==> config.mk <==
export PLATFORM = sky130hd
export DESIGN_NAME = conn50_cable_sched
export DESIGN_NICKNAME = d
export VERILOG_FILES = /design/src/rtl/conn50_pkg.sv /design/src/rtl/rr_arbiter.sv /design/src/rtl/conn50_cable_sched.sv
export SDC_FILE = /design/constraint.sdc
export NUM_CORES = 1
export LEC_CHECK = 0
export CORE_MARGIN = 1
export CORE_UTILIZATION = 40
export DETAILED_ROUTE_END_ITERATION = 7
export GPL_TIMING_DRIVEN = 0
export PLACE_DENSITY = 0.78
export RECOVER_POWER = 50
export SLEW_MARGIN = 10
export SYNTH_ARGS = -nofsm -noshare
export SYNTH_HDL_FRONTEND = slang
export SYNTH_HIERARCHICAL = 1
export SYNTH_SLANG_ARGS = --single-unit
==> constraint.sdc <==
create_clock -name CLK -period 4.9 [get_ports CLK]
set_clock_uncertainty 0.2 [all_clocks]
set_input_delay 1.47 -clock CLK [delete_from_list [all_inputs] [get_ports CLK]]
set_output_delay 1.47 -clock CLK [all_outputs]
set_load 0.05 [all_outputs]
==> src/rtl/conn50_pkg.sv <==
// Shared constants for the 50-pin cable scheduler: FSM encoding,
// strobe idle level, default cable widths and a saturating counter step.
package conn50_pkg;

  localparam int AW_DEF = 8;
  localparam int DW_DEF = 32;

  localparam logic STB_IDLE = 1'b1;

  localparam logic [2:0] ST_IDLE    = 3'd0;
  localparam logic [2:0] ST_SETUP   = 3'd1;
  localparam logic [2:0] ST_STROBE  = 3'd2;
  localparam logic [2:0] ST_RELEASE = 3'd3;
  localparam logic [2:0] ST_TURN    = 3'd4;

  function automatic logic [15:0] sat_inc(input logic [15:0] v);
    return (v == 16'hFFFF) ? v : v + 16'd1;
  endfunction

endpackage

==> src/rtl/rr_arbiter.sv <==
// Combinational round-robin arbiter: first set request at or after
// the pointer, wrapping, as a one-hot grant plus its index.
module rr_arbiter #(
  parameter int NREQ = 4,
  localparam int IW = (NREQ > 1) ? $clog2(NREQ) : 1
) (
  input  logic [NREQ-1:0] req_i,
  input  logic [IW-1:0]   ptr_i,
  output logic [NREQ-1:0] gnt_o,
  output logic [IW-1:0]   idx_o,
  output logic            valid_o
);

  always_comb begin
    int tmp;
    logic [IW-1:0] k;
    gnt_o   = '0;
    idx_o   = '0;
    valid_o = 1'b0;
    tmp     = 0;
    k       = '0;
    for (int i = 0; i < NREQ; i++) begin
      tmp = int'(ptr_i) + i;
      if (tmp >= NREQ) tmp = tmp - NREQ;
      k = IW'(tmp);
      if (!valid_o && req_i[k]) begin
        valid_o  = 1'b1;
        gnt_o[k] = 1'b1;
        idx_o    = k;
      end
    end
  end

endmodule

==> src/rtl/conn50_cable_sched.sv <==
// Round-robin scheduler and strobe/ack sequencer for the shared
// 50-pin ribbon cable between the TUB and its peer crate.
module conn50_cable_sched
  import conn50_pkg::*;
#(
  parameter int NREQ      = 4,
  parameter int AW        = AW_DEF,
  parameter int DW        = DW_DEF,
  parameter int SETUP_CYC = 2,
  parameter int TMO_CYC   = 255
) (
  input  logic             CLK,
  input  logic             RST_N,
  input  logic [NREQ-1:0]  REQ,
  input  logic [NREQ-1:0]  REQ_RW,
  input  logic [NREQ*AW-1:0] REQ_ADDR,
  input  logic [NREQ*DW-1:0] REQ_WDATA,
  output logic [NREQ-1:0]  GNT,
  output logic [NREQ-1:0]  DONE,
  output logic             ERR,
  output logic [DW-1:0]    RDATA,
  output logic [AW-1:0]    CBL_ADDR,
  output logic [DW-1:0]    CBL_DOUT,
  output logic             CBL_OE,
  output logic             CBL_RW,
  output logic             CBL_STB_N,
  input  logic             CBL_ACK,
  input  logic [DW-1:0]    CBL_DIN
);

  localparam int IW = (NREQ > 1) ? $clog2(NREQ) : 1;
  localparam logic [15:0] SETUP_LAST = 16'(SETUP_CYC - 1);
  localparam logic [15:0] TMO_LAST   = 16'(TMO_CYC - 1);

  logic [2:0]      st_q, st_d;
  logic [15:0]     cnt_q, cnt_d;
  logic [IW-1:0]   ptr_q, ptr_d;
  logic [IW-1:0]   idx_q, idx_d;
  logic [NREQ-1:0] gnt_q, gnt_d;
  logic [NREQ-1:0] done_q, done_d;
  logic [AW-1:0]   addr_q, addr_d;
  logic [DW-1:0]   dout_q, dout_d;
  logic [DW-1:0]   rdata_q, rdata_d;
  logic            oe_q, oe_d;
  logic            rw_q, rw_d;
  logic            stb_n_q, stb_n_d;
  logic            err_q, err_d;
  logic            errp_q, errp_d;
  logic [1:0]      ack_q;

  logic [NREQ-1:0] arb_gnt;
  logic [IW-1:0]   arb_idx;
  logic            arb_vld;

  rr_arbiter #(.NREQ(NREQ)) u_arb (
    .req_i   (REQ),
    .ptr_i   (ptr_q),
    .gnt_o   (arb_gnt),
    .idx_o   (arb_idx),
    .valid_o (arb_vld)
  );

  always_comb begin
    st_d    = st_q;
    cnt_d   = cnt_q;
    ptr_d   = ptr_q;
    idx_d   = idx_q;
    gnt_d   = gnt_q;
    addr_d  = addr_q;
    dout_d  = dout_q;
    rdata_d = rdata_q;
    oe_d    = oe_q;
    rw_d    = rw_q;
    stb_n_d = stb_n_q;
    err_d   = err_q;
    done_d  = '0;
    errp_d  = 1'b0;
    unique case (st_q)
      ST_IDLE: begin
        err_d = 1'b0;
        cnt_d = '0;
        if (arb_vld) begin
          gnt_d  = arb_gnt;
          idx_d  = arb_idx;
          addr_d = REQ_ADDR[arb_idx*AW +: AW];
          dout_d = REQ_WDATA[arb_idx*DW +: DW];
          rw_d   = REQ_RW[arb_idx];
          oe_d   = ~REQ_RW[arb_idx];
          st_d   = ST_SETUP;
        end
      end
      ST_SETUP: begin
        if (cnt_q == SETUP_LAST) begin
          cnt_d   = '0;
          stb_n_d = ~STB_IDLE;
          st_d    = ST_STROBE;
        end else begin
          cnt_d = sat_inc(cnt_q);
        end
      end
      ST_STROBE: begin
        // A stale-high ack on entry is accepted as a real ack.
        if (ack_q[1]) begin
          if (rw_q) rdata_d = CBL_DIN;
          cnt_d   = '0;
          stb_n_d = STB_IDLE;
          st_d    = ST_RELEASE;
        end else if (cnt_q == TMO_LAST) begin
          err_d   = 1'b1;
          cnt_d   = '0;
          stb_n_d = STB_IDLE;
          st_d    = ST_RELEASE;
        end else begin
          cnt_d = sat_inc(cnt_q);
        end
      end
      ST_RELEASE: begin
        if (!ack_q[1] || cnt_q == TMO_LAST) begin
          done_d = gnt_q;
          errp_d = err_q | ack_q[1];
          gnt_d  = '0;
          oe_d   = 1'b0;
          rw_d   = 1'b0;
          addr_d = '0;
          dout_d = '0;
          ptr_d  = (idx_q == IW'(NREQ - 1)) ? '0 : idx_q + 1'b1;
          st_d   = ST_TURN;
        end else begin
          cnt_d = sat_inc(cnt_q);
        end
      end
      ST_TURN: st_d = ST_IDLE;
      default: st_d = ST_IDLE;
    endcase
  end

  always_ff @(posedge CLK or negedge RST_N) begin
    if (!RST_N) begin
      st_q    <= ST_IDLE;
      cnt_q   <= '0;
      ptr_q   <= '0;
      idx_q   <= '0;
      gnt_q   <= '0;
      done_q  <= '0;
      addr_q  <= '0;
      dout_q  <= '0;
      rdata_q <= '0;
      oe_q    <= 1'b0;
      rw_q    <= 1'b0;
      stb_n_q <= STB_IDLE;
      err_q   <= 1'b0;
      errp_q  <= 1'b0;
      ack_q   <= '0;
    end else begin
      st_q    <= st_d;
      cnt_q   <= cnt_d;
      ptr_q   <= ptr_d;
      idx_q   <= idx_d;
      gnt_q   <= gnt_d;
      done_q  <= done_d;
      addr_q  <= addr_d;
      dout_q  <= dout_d;
      rdata_q <= rdata_d;
      oe_q    <= oe_d;
      rw_q    <= rw_d;
      stb_n_q <= stb_n_d;
      err_q   <= err_d;
      errp_q  <= errp_d;
      ack_q   <= {ack_q[0], CBL_ACK};
    end
  end

  assign GNT       = gnt_q;
  assign DONE      = done_q;
  assign ERR       = errp_q;
  assign RDATA     = rdata_q;
  assign CBL_ADDR  = addr_q;
  assign CBL_DOUT  = dout_q;
  assign CBL_OE    = oe_q;
  assign CBL_RW    = rw_q;
  assign CBL_STB_N = stb_n_q;

endmodule
-- Word level (Yosys, flattened, before mapping)
Index checks and enable logic that the tools add are counted.
- add/sub/neg operators: 9
- multipliers: 0
- divide/modulo/power cells: 0
- $lt $le $gt $ge: 13
- eq/ne operators: 14
- shifts and indexed selects: 2
- muxes and demuxes: 71
- bitwise operators: 5
- reduce and logical (&&, ||, !) cells: 25
- operators with widths (cell ; number):
    indexed part select 128 x 8 -> 32 bit ; 1
    2-to-1 mux 16 bit ; 5
    2-to-1 mux 32 bit ; 2
    one-hot mux 16 bit (4 select lines) ; 1
    one-hot mux 32 bit (2 select lines) ; 1
    2-to-1 mux 4 bit ; 8
    indexed part select 32 x 6 -> 8 bit ; 1
    2-to-1 mux 1 bit ; 22
    2-to-1 mux 2 bit ; 9
    adder 16 x 1 -> 16 bit (second input constant) ; 1
    == test 16 x 1 -> 1 bit (second input constant) ; 1
    == test 16 bit (second input constant) ; 1
    == test 16 x 8 -> 1 bit (second input constant) ; 1
    2-to-1 mux 8 bit ; 2
    one-hot mux 8 bit (2 select lines) ; 1
    < comparator 2 x 3 -> 1 bit (second input constant) ; 5
    2-to-1 mux 3 bit ; 5
    != test 2 bit (second input constant) ; 6
    OR 4 bit ; 3
    one-hot mux 3 bit (4 select lines) ; 1
    AND reduction 3 bit ; 4
    binary-select mux 1 bit (select 2 bit) ; 5
    >= comparator 3 bit (second input constant) ; 3
    demux 1 bit (select 2 bit) ; 4
    other kinds (22) ; 46
- register bits after elaboration: 110
- bits in latches: 0
- bits in writable memories: 0
- memory bits (read-only): 0
- input bits: 203
- logic and storage cells: 154
- memories kept: 0

-- Logic depth before layout (Yosys ltp)
Gate-level depths: netlist of run 1.
- depth after elaboration: 19
- depth in mapped cells: 13
- gate-level depth less buffers: 9

-- Modules after synthesis
Netlist of run 1, hierarchy kept.
- by module, submodules not included (module ; instances ; cells each ; area an instance (µm²)):
    conn50_cable_sched ; 1 ; 451 ; 5856.9
    rr_arbiter ; 1 ; 45 ; 421.7

-- Least setup slack after synthesis of run 1
Ideal clock, no wire load.
- path kind: input to register
- start point: input REQ[2]
- end point: register dout_q[10], in the netlist CBL_DOUT[10]
- library setup time: 0.118 ns
- data arrival time: 3.831 ns
- required time: 4.582 ns
- slack: 0.751 ns
- cell stages on the path: 10
- path buffers: 3
- cells stage by stage: mux4_2 buf_6 and2b_2 o21ai_0 o31ai_1 clkbuf_1 buf_2 mux4_2 nor3b_1 a21o_1
- longest elaborated chain between the ends: 15
- elaborated cells on any way between the ends: 27
- ends and longest elaborated chain (element ; line ; source):
    start, declared ; conn50_cable_sched.sv:14 ; input logic [NREQ-1:0] REQ,
    binary-select mux 1 bit (select 2 bit) ; rr_arbiter.sv:26 ; if (!valid_o && req_i[k]) begin
    2-to-1 mux 1 bit (implied by the code) ; rr_arbiter.sv:26 ;
    2-to-1 mux 1 bit ; rr_arbiter.sv:26 ;
    zero test 1 bit ; rr_arbiter.sv:26 ;
    logical AND 1 bit ; rr_arbiter.sv:26 ;
    2-to-1 mux 1 bit ; rr_arbiter.sv:26 ;
    zero test 1 bit ; rr_arbiter.sv:26 ;
    logical AND 1 bit ; rr_arbiter.sv:26 ;
    2-to-1 mux 1 bit ; rr_arbiter.sv:26 ;
    zero test 1 bit ; rr_arbiter.sv:26 ;
    logical AND 1 bit ; rr_arbiter.sv:26 ;
    2-to-1 mux 2 bit (*) ; rr_arbiter.sv:26 ;
    named net arb_idx[0] ; conn50_cable_sched.sv:52 ; logic [IW-1:0] arb_idx;
    indexed part select 128 x 8 -> 32 bit (*) ; conn50_cable_sched.sv:86 ; dout_d = REQ_WDATA[arb_idx*DW +: DW];
    2-to-1 mux 32 bit (*) ; conn50_cable_sched.sv:82 ; if (arb_vld) begin
    one-hot mux 32 bit (2 select lines) (*) ; conn50_cable_sched.sv:78 ; unique case (st_q)
    end signal, assigned ; conn50_cable_sched.sv:162 ; dout_q <= dout_d;
    end, declared ; conn50_cable_sched.sv:42 ; logic [DW-1:0] dout_q, dout_d;
Mark *: on every way through the listed nets, which the timed path passes. The rest lies on a longest branch. The select of a mux whose other input is x is not followed.
A chain may end at the register's enable or synchronous reset.

-- Worst setup path in the final report of run 1
- start point: input REQ[2]
- end point: register dout_q[11], in the netlist CBL_DOUT[11]
Same word-level chain as after synthesis.

==> impl_metrics.env, run 1 <==
export IMPL_die_area_sq_um=16200
export IMPL_cp_required_ps=4950
export IMPL_ff2ff_setup_slack_ps=900
export IMPL_yosysWarningCount=6
export IMPL_h_tree_depth=3
export IMPL_ant_nets=0
export IMPL_netSwitchingFraction=0.456
export IMPL_finalHoldViolations=0
export IMPL_numCtsBuffers=9
export IMPL_fmax_ghz=0.211
export IMPL_intPower_w=0.00357
export IMPL_std_cell_rows=45
export IMPL_m1WireLength_um=7690
export IMPL_synth_top_cell_by_area="dfrtp_1"
export IMPL_antenna_found_initial=4
export IMPL_drv_slew=43
export IMPL_final_util=0.635
export IMPL_first_pass_iters=5
export IMPL_slew_headroom=-0.506
export IMPL_portBuffers=286
export IMPL_drc_errors=0
export IMPL_grt_overflow=0
export IMPL_grt_first_pass_wirelength_um=31200
export IMPL_fp_coreArea_sq_um=15300
export IMPL_violations="max-capacitance violations, max-slew violations"
export IMPL_holdWs_ps=161
export IMPL_power_density_nw_per_um2=678
export IMPL_synth_area_leaders="dfrtp_1, mux4_2, mux2_2"
export IMPL_track_usage=0.253
export IMPL_syn_area_sq_um=6280
export IMPL_p_clk_frac=0.119
export IMPL_cts_tree="yes"
export IMPL_routed_wl_um=20400
export IMPL_ys_flop_type="dfrtp_1"
export IMPL_tns_ps=0
export IMPL_yosys_register_bits=110
export IMPL_syn_inst=496
export IMPL_pin_count=287
export IMPL_max_vdd_ir_drop_uv=309
export IMPL_initial_core_util=0.411
export IMPL_routed_via_density=5.46
export IMPL_period_share=0.965
export IMPL_fin_crit_ps=4730
export IMPL_syn_nets=708
export IMPL_power_frac_seq=0.224
export IMPL_power_frac_comb=0.657
export IMPL_place_inst=994
export IMPL_status="complete, but fails checks"
export IMPL_min_path_type="register to register"
export IMPL_synth_top_area_frac=0.434
export IMPL_final_layout_size_suffix_gt1_frac=0.164
export IMPL_worst_pin_slew_ps=2260
export IMPL_p_leak_nw=4.08
export IMPL_worstPathArrival_ps=4780
export IMPL_final_cell_count_no_fill=1011
export IMPL_wl_per_cell_um=20.2
export IMPL_cp_end_kind="register"
export IMPL_gp_congestion=0.890
export IMPL_first_iter_violations=278
export IMPL_synth_distinct_cells=57
export IMPL_rsz0062_at_grt="no"
export IMPL_cts_setup_buffers=0
export IMPL_path_max_fanout=10
export IMPL_cts_sink_count=110
export IMPL_clock_path_buffers=2
export IMPL_drv_cap=1
export IMPL_layout_nets=1006
export IMPL_insertion_delay_ps=360
export IMPL_hpwl_um=15800
export IMPL_p_total_w=0.00657
export IMPL_grt_max_degree=70
export IMPL_clkTransAtPathRegs_ps=80
export IMPL_crit_type="input pin to register"
export IMPL_ys_async_sr_fraction=1.00
export IMPL_syn2layout_area_growth_pct=54.2
export IMPL_synth_edf_count=0
export IMPL_die_h_um=127
export IMPL_setup_viol=0
export IMPL_met3_length_um=1640
export IMPL_critPathLaunchType="input pin"
export IMPL_avgSynthCellArea_sq_um=12.7
export IMPL_dr_wl_met2_um=10500
export IMPL_root_buffer="clkbuf_16"
export IMPL_num_vias=5522
export IMPL_highest_layer="met5"
export IMPL_grt_pass1_vias=5912
export IMPL_p_sw_w=0.00299
export IMPL_die_w_um=127
export IMPL_synth_seq_area_share=0.439
## final timing paths
kind | start | endpoint | depth (start not counted)
setup reg to reg | ptr_q[0] | CBL_DOUT[11] | 12
max in group asynchronous | RST_N | CBL_DOUT[2] | 2
hold reg to reg | ack_q[0] | ack_q[1] | 0
setup / recovery | REQ[2] | CBL_DOUT[11] | 10
hold / removal | ack_q[0] | ack_q[1] | 0
min in group asynchronous | RST_N | st_q[0] | 1
## power by group through the flow
| stage | sequential, W | clock [W] | combinational (W) |
|---|---|---|---|
| global route | 0.00151 | 0.000831 | 0.00455 |
| finish | 0.00147 | 0.000780 | 0.00431 |
| global placement | 0.00147 | 0 | 0.00424 |
| detailed placement | 0.00149 | 0 | 0.00433 |
| CTS | 0.00147 | 0.000797 | 0.00435 |
| floorplan | 0.00246 | 0 | 0.00203 |
## routing by layer
layer	track usage	vias up
met5	0	-
met4	0.102	6
met3	0.0791	40
met2	0.439	254
met1	0.290	2712
li1	-	2510
## synth_stat cells (2+ instances only)
| cell type | count |
|---|---|
| nor2_1 | 13 |
| and4_2 | 2 |
| nand2b_1 | 3 |
| a21o_1 | 46 |
| and3_2 | 3 |
| nor4_4 | 2 |
| and3_1 | 2 |
| o21ai_0 | 13 |
| buf_2 | 12 |
| nand4_2 | 2 |
| nor3_1 | 12 |
| mux2_2 | 37 |
| or2_1 | 2 |
| nor3b_1 | 45 |
| or4_1 | 5 |
| a22oi_1 | 8 |
| a311oi_1 | 2 |
| nand3_1 | 6 |
| o211ai_1 | 3 |
| mux4_2 | 43 |
| nand2_1 | 7 |
| o221ai_1 | 2 |
| o31ai_1 | 5 |
| mux2i_1 | 2 |
| and2_1 | 9 |
| buf_6 | 5 |
| a31oi_1 | 3 |
| nand4_1 | 5 |
| mux4_1 | 2 |
| a21oi_1 | 12 |
| inv_1 | 10 |
| and4_1 | 5 |
| nor4_1 | 4 |
| ha_1 | 9 |
| a211oi_1 | 3 |
| dfrtp_1 | 109 |
| clkbuf_1 | 23 |
## layout make-up
cell class	instances	area (sq um)
fill	1235	5580
multi-input combinational	335	3240
timing repair buffer	287	2860
sequential	110	2750
tap	211	264
clock buffer	9	225
buffer	41	205
clock inverter	7	86.3
inverter	10	37.5
antenna	1	2.50
## what timing repair did
item	4_1_cts	5_1_grt
hold buffers	0	0
setup endpoints to repair	0	38
resized for setup	0	4
## placed cells by master, fill, tap and decap left out, types with 3 or more instances in the layout
master | Yosys | routed
nor4_1 | 4 | 5
and2_1 | 9 | 6
clkdlybuf4s50_1 | 0 | 282
nor3b_1 | 45 | 45
ha_1 | 9 | 9
nand2b_1 | 3 | 3
and4_1 | 5 | 5
nand2_1 | 7 | 7
o31ai_1 | 5 | 5
a31oi_1 | 3 | 3
clkbuf_16 | 0 | 9
buf_2 | 12 | 12
dfrtp_1 | 109 | 109
buf_6 | 5 | 4
a21oi_1 | 12 | 12
a21o_1 | 46 | 46
o211ai_1 | 3 | 3
nor3_1 | 12 | 12
inv_1 | 10 | 10
a22oi_1 | 8 | 8
nor2_1 | 13 | 13
mux4_2 | 43 | 43
o21ai_0 | 13 | 13
and2_0 | 0 | 3
or4_1 | 5 | 5
inv_6 | 0 | 3
nand3_1 | 6 | 6
and3_2 | 3 | 3
a211oi_1 | 3 | 3
dlygate4sd3_1 | 0 | 3
clkbuf_1 | 23 | 23
nand4_1 | 5 | 6
mux2_2 | 37 | 37
## critical path, cell delays in order
cell             delay, ps
clkdlybuf4s50_1        480
mux4_2                 500
buf_6                  160
nor3_1                 290
a32o_1                 230
clkbuf_1               380
clkbuf_1               530
mux4_2                 420
nor3b_1                150
a21o_1                 170
## through the flow
step                      worst slack, ps  cell area [sq um]
final                                 172               9680
after global routing                 20.6               9680
after floorplan                       751               6280
after global placement              -2080               9410
after detailed placement             -301               9430
after CTS                            85.3               9750
## kinds of logic (layout without fill, tap and decap cells)
logic type	after synthesis	in the layout	share of synthesized area
fa+ha+maj	9	9	0.0179
simple gates	133	133	0.145
other cells	0	1	0
mux	84	84	0.232
flops	110	110	0.439
compound gates	109	109	0.126
buf+inv	51	354	0.0395
## state kept, by name, summed over array words and instances, names as in the netlist
name,flops
CBL_STB_N,1
CBL_ADDR,8
CBL_DOUT,32
idx_q,2
cnt_q,16
CBL_OE,1
err_q,1
ERR,1
GNT,4
st_q,3
DONE,4
CBL_RW,1
ack_q,2
ptr_q,2
RDATA,32
Note: power is estimated with default switching activity, not from simulation.
==> run 2: changes to the inputs <==
- clock period: 4.9 -> 5.7 ns (I/O delays scaled with it)
==> run 2 against run 1 <==
- the flow still finishes with violations (max-capacitance violations, max-slew violations)
- cell count unchanged
- setup slack better by 480 ps
- clock power down 14%
- cell area up 0.26%
- via count up 0.67%
- largest cell class unchanged
==> impl_metrics.env, run 2 (synthesized netlist as in run 1, its figures left out) <==
export IMPL_first_iter_violations=266
export IMPL_ff2ff_setup_slack_ps=1620
export IMPL_pin_count=287
export IMPL_setup_slack_ps=647
export IMPL_crit_type="input pin to register"
export IMPL_clock_path_buffers=2
export IMPL_place_inst=994
export IMPL_fmax_ghz=0.198
export IMPL_grt_overflow=0
export IMPL_num_vias=5559
export IMPL_worstPathArrival_ps=5110
export IMPL_rsz0062_at_grt="no"
export IMPL_insertion_delay_ps=360
export IMPL_place_area_sq_um=9430
export IMPL_final_common_cell="clkdlybuf4s50_1"
export IMPL_cts_setup_buffers=0
export IMPL_path_max_fanout=10
export IMPL_portBuffers=286
export IMPL_cts_repair_resized=0
export IMPL_grt_max_degree=70
export IMPL_wl_per_cell_um=20.2
export IMPL_grt_first_pass_wirelength_um=31200
export IMPL_layout_nets=1006
export IMPL_min_path_type="register to register"
export IMPL_clkTransAtPathRegs_ps=80
export IMPL_antenna_found_initial=4
export IMPL_drv_cap=1
export IMPL_n_fill_cell=1234
export IMPL_hpwl_um=15800
export IMPL_final_cell_count_no_fill=1011
export IMPL_drv_slew=42
export IMPL_initial_core_util=0.411
export IMPL_p_leak_nw=4.09
export IMPL_die_w_um=127
export IMPL_ant_nets=0
export IMPL_setup_viol=0
export IMPL_fp_coreArea_sq_um=15300
export IMPL_syn2layout_area_growth_pct=54.6
export IMPL_cp_end_kind="register"
export IMPL_worst_pin_slew_ps=2410
export IMPL_hold_buffers=0
export IMPL_root_buffer="clkbuf_16"
export IMPL_cp_required_ps=5750
export IMPL_slew_headroom=-0.605
export IMPL_final_layout_size_suffix_gt1_frac=0.163
export IMPL_p_total_w=0.00564
export IMPL_routed_via_density=5.50
export IMPL_max_vdd_ir_drop_uv=265
export IMPL_die_h_um=127
export IMPL_period_share=0.887
export IMPL_violations="max-capacitance violations, max-slew violations"
export IMPL_std_cell_rows=45
export IMPL_h_tree_depth=3
export IMPL_cts_tree="yes"
export IMPL_status="complete, but fails checks"
export IMPL_critPathLaunchType="input pin"
export IMPL_numCtsBuffers=9
export IMPL_finalHoldViolations=0
export IMPL_cts_sink_count=110
export IMPL_power_density_nw_per_um2=581
export IMPL_first_pass_iters=5
export IMPL_track_usage=0.253
export IMPL_die_area_sq_um=16200
export IMPL_fin_crit_ps=5050
export IMPL_final_cell_area_sq_um=9710
export IMPL_place_ws_ps=259
export IMPL_drc_errors=0
export IMPL_mostFrequentLayoutCells="clkdlybuf4s50_1, dfrtp_1, a21o_1"
export IMPL_routed_wl_um=20400
export IMPL_grt_pass1_vias=5912
export IMPL_gp_congestion=0.890
-- run 2: final cells by class --
type | count | area, sq um | share of cell area
multi-input cells | 335 | 3240 | 0.334
repair buffers | 287 | 2880 | 0.297
flip-flops and latches | 110 | 2750 | 0.284
well taps | 211 | 264 | 0.0272
clock buffers | 9 | 225 | 0.0232
plain buffers | 41 | 210 | 0.0217
clock inverters | 7 | 86.3 | 0.00889
inverters | 10 | 37.5 | 0.00387
diodes | 1 | 2.50 | 0.000258
-- run 2: power breakdown --
| part | internal (W) | switching (W) | total, W |
|---|---|---|---|
| clock network | 0.000352 | 0.000316 | 0.000668 |
| registers | 0.00108 | 0.000191 | 0.00127 |
| logic | 0.00164 | 0.00207 | 0.00371 |
| total | 0.00307 | 0.00257 | 0.00564 |
-- run 2: path summary, 6_finish.rpt --
kind,start,end,cells after the start
max reg2reg,ptr_q[1],CBL_DOUT[2],11
max,REQ[2],CBL_DOUT[2],10
max in group asynchronous,RST_N,CBL_DOUT[30],1
min reg2reg,ack_q[0],ack_q[1],0
min,ack_q[0],ack_q[1],0
min in group asynchronous,RST_N,st_q[1],1
-- run 2: through the flow --
| stage | utilization | hold slack, ps | setup TNS [ps] |
|---|---|---|---|
| after floorplan | - | 131 | 0 |
| after global placement | 0.616 | 148 | -164770 |
| after detailed placement | 0.618 | 140 | 0 |
| after CTS | 0.639 | 164 | 0 |
| after global routing | 0.636 | 167 | 0 |
| final | 0.636 | 161 | 0 |
-- run 2: routing by layer --
metal,vias to the layer above,track usage,share of wire
met2,262,0.439,0.51
met5,-,0,0.0018
met1,2730,0.290,0.38
li1,2515,-,-
met4,6,0.102,0.029
met3,46,0.0791,0.080
-- run 2: critical path, cell delays in order --
cell             delay, ps
clkdlybuf4s50_1        480
mux4_2                 510
buf_6                  160
nor3_1                 290
a32o_1                 230
clkbuf_1               390
clkbuf_1               560
mux4_2                 420
nor3b_1                170
a21o_1                 180
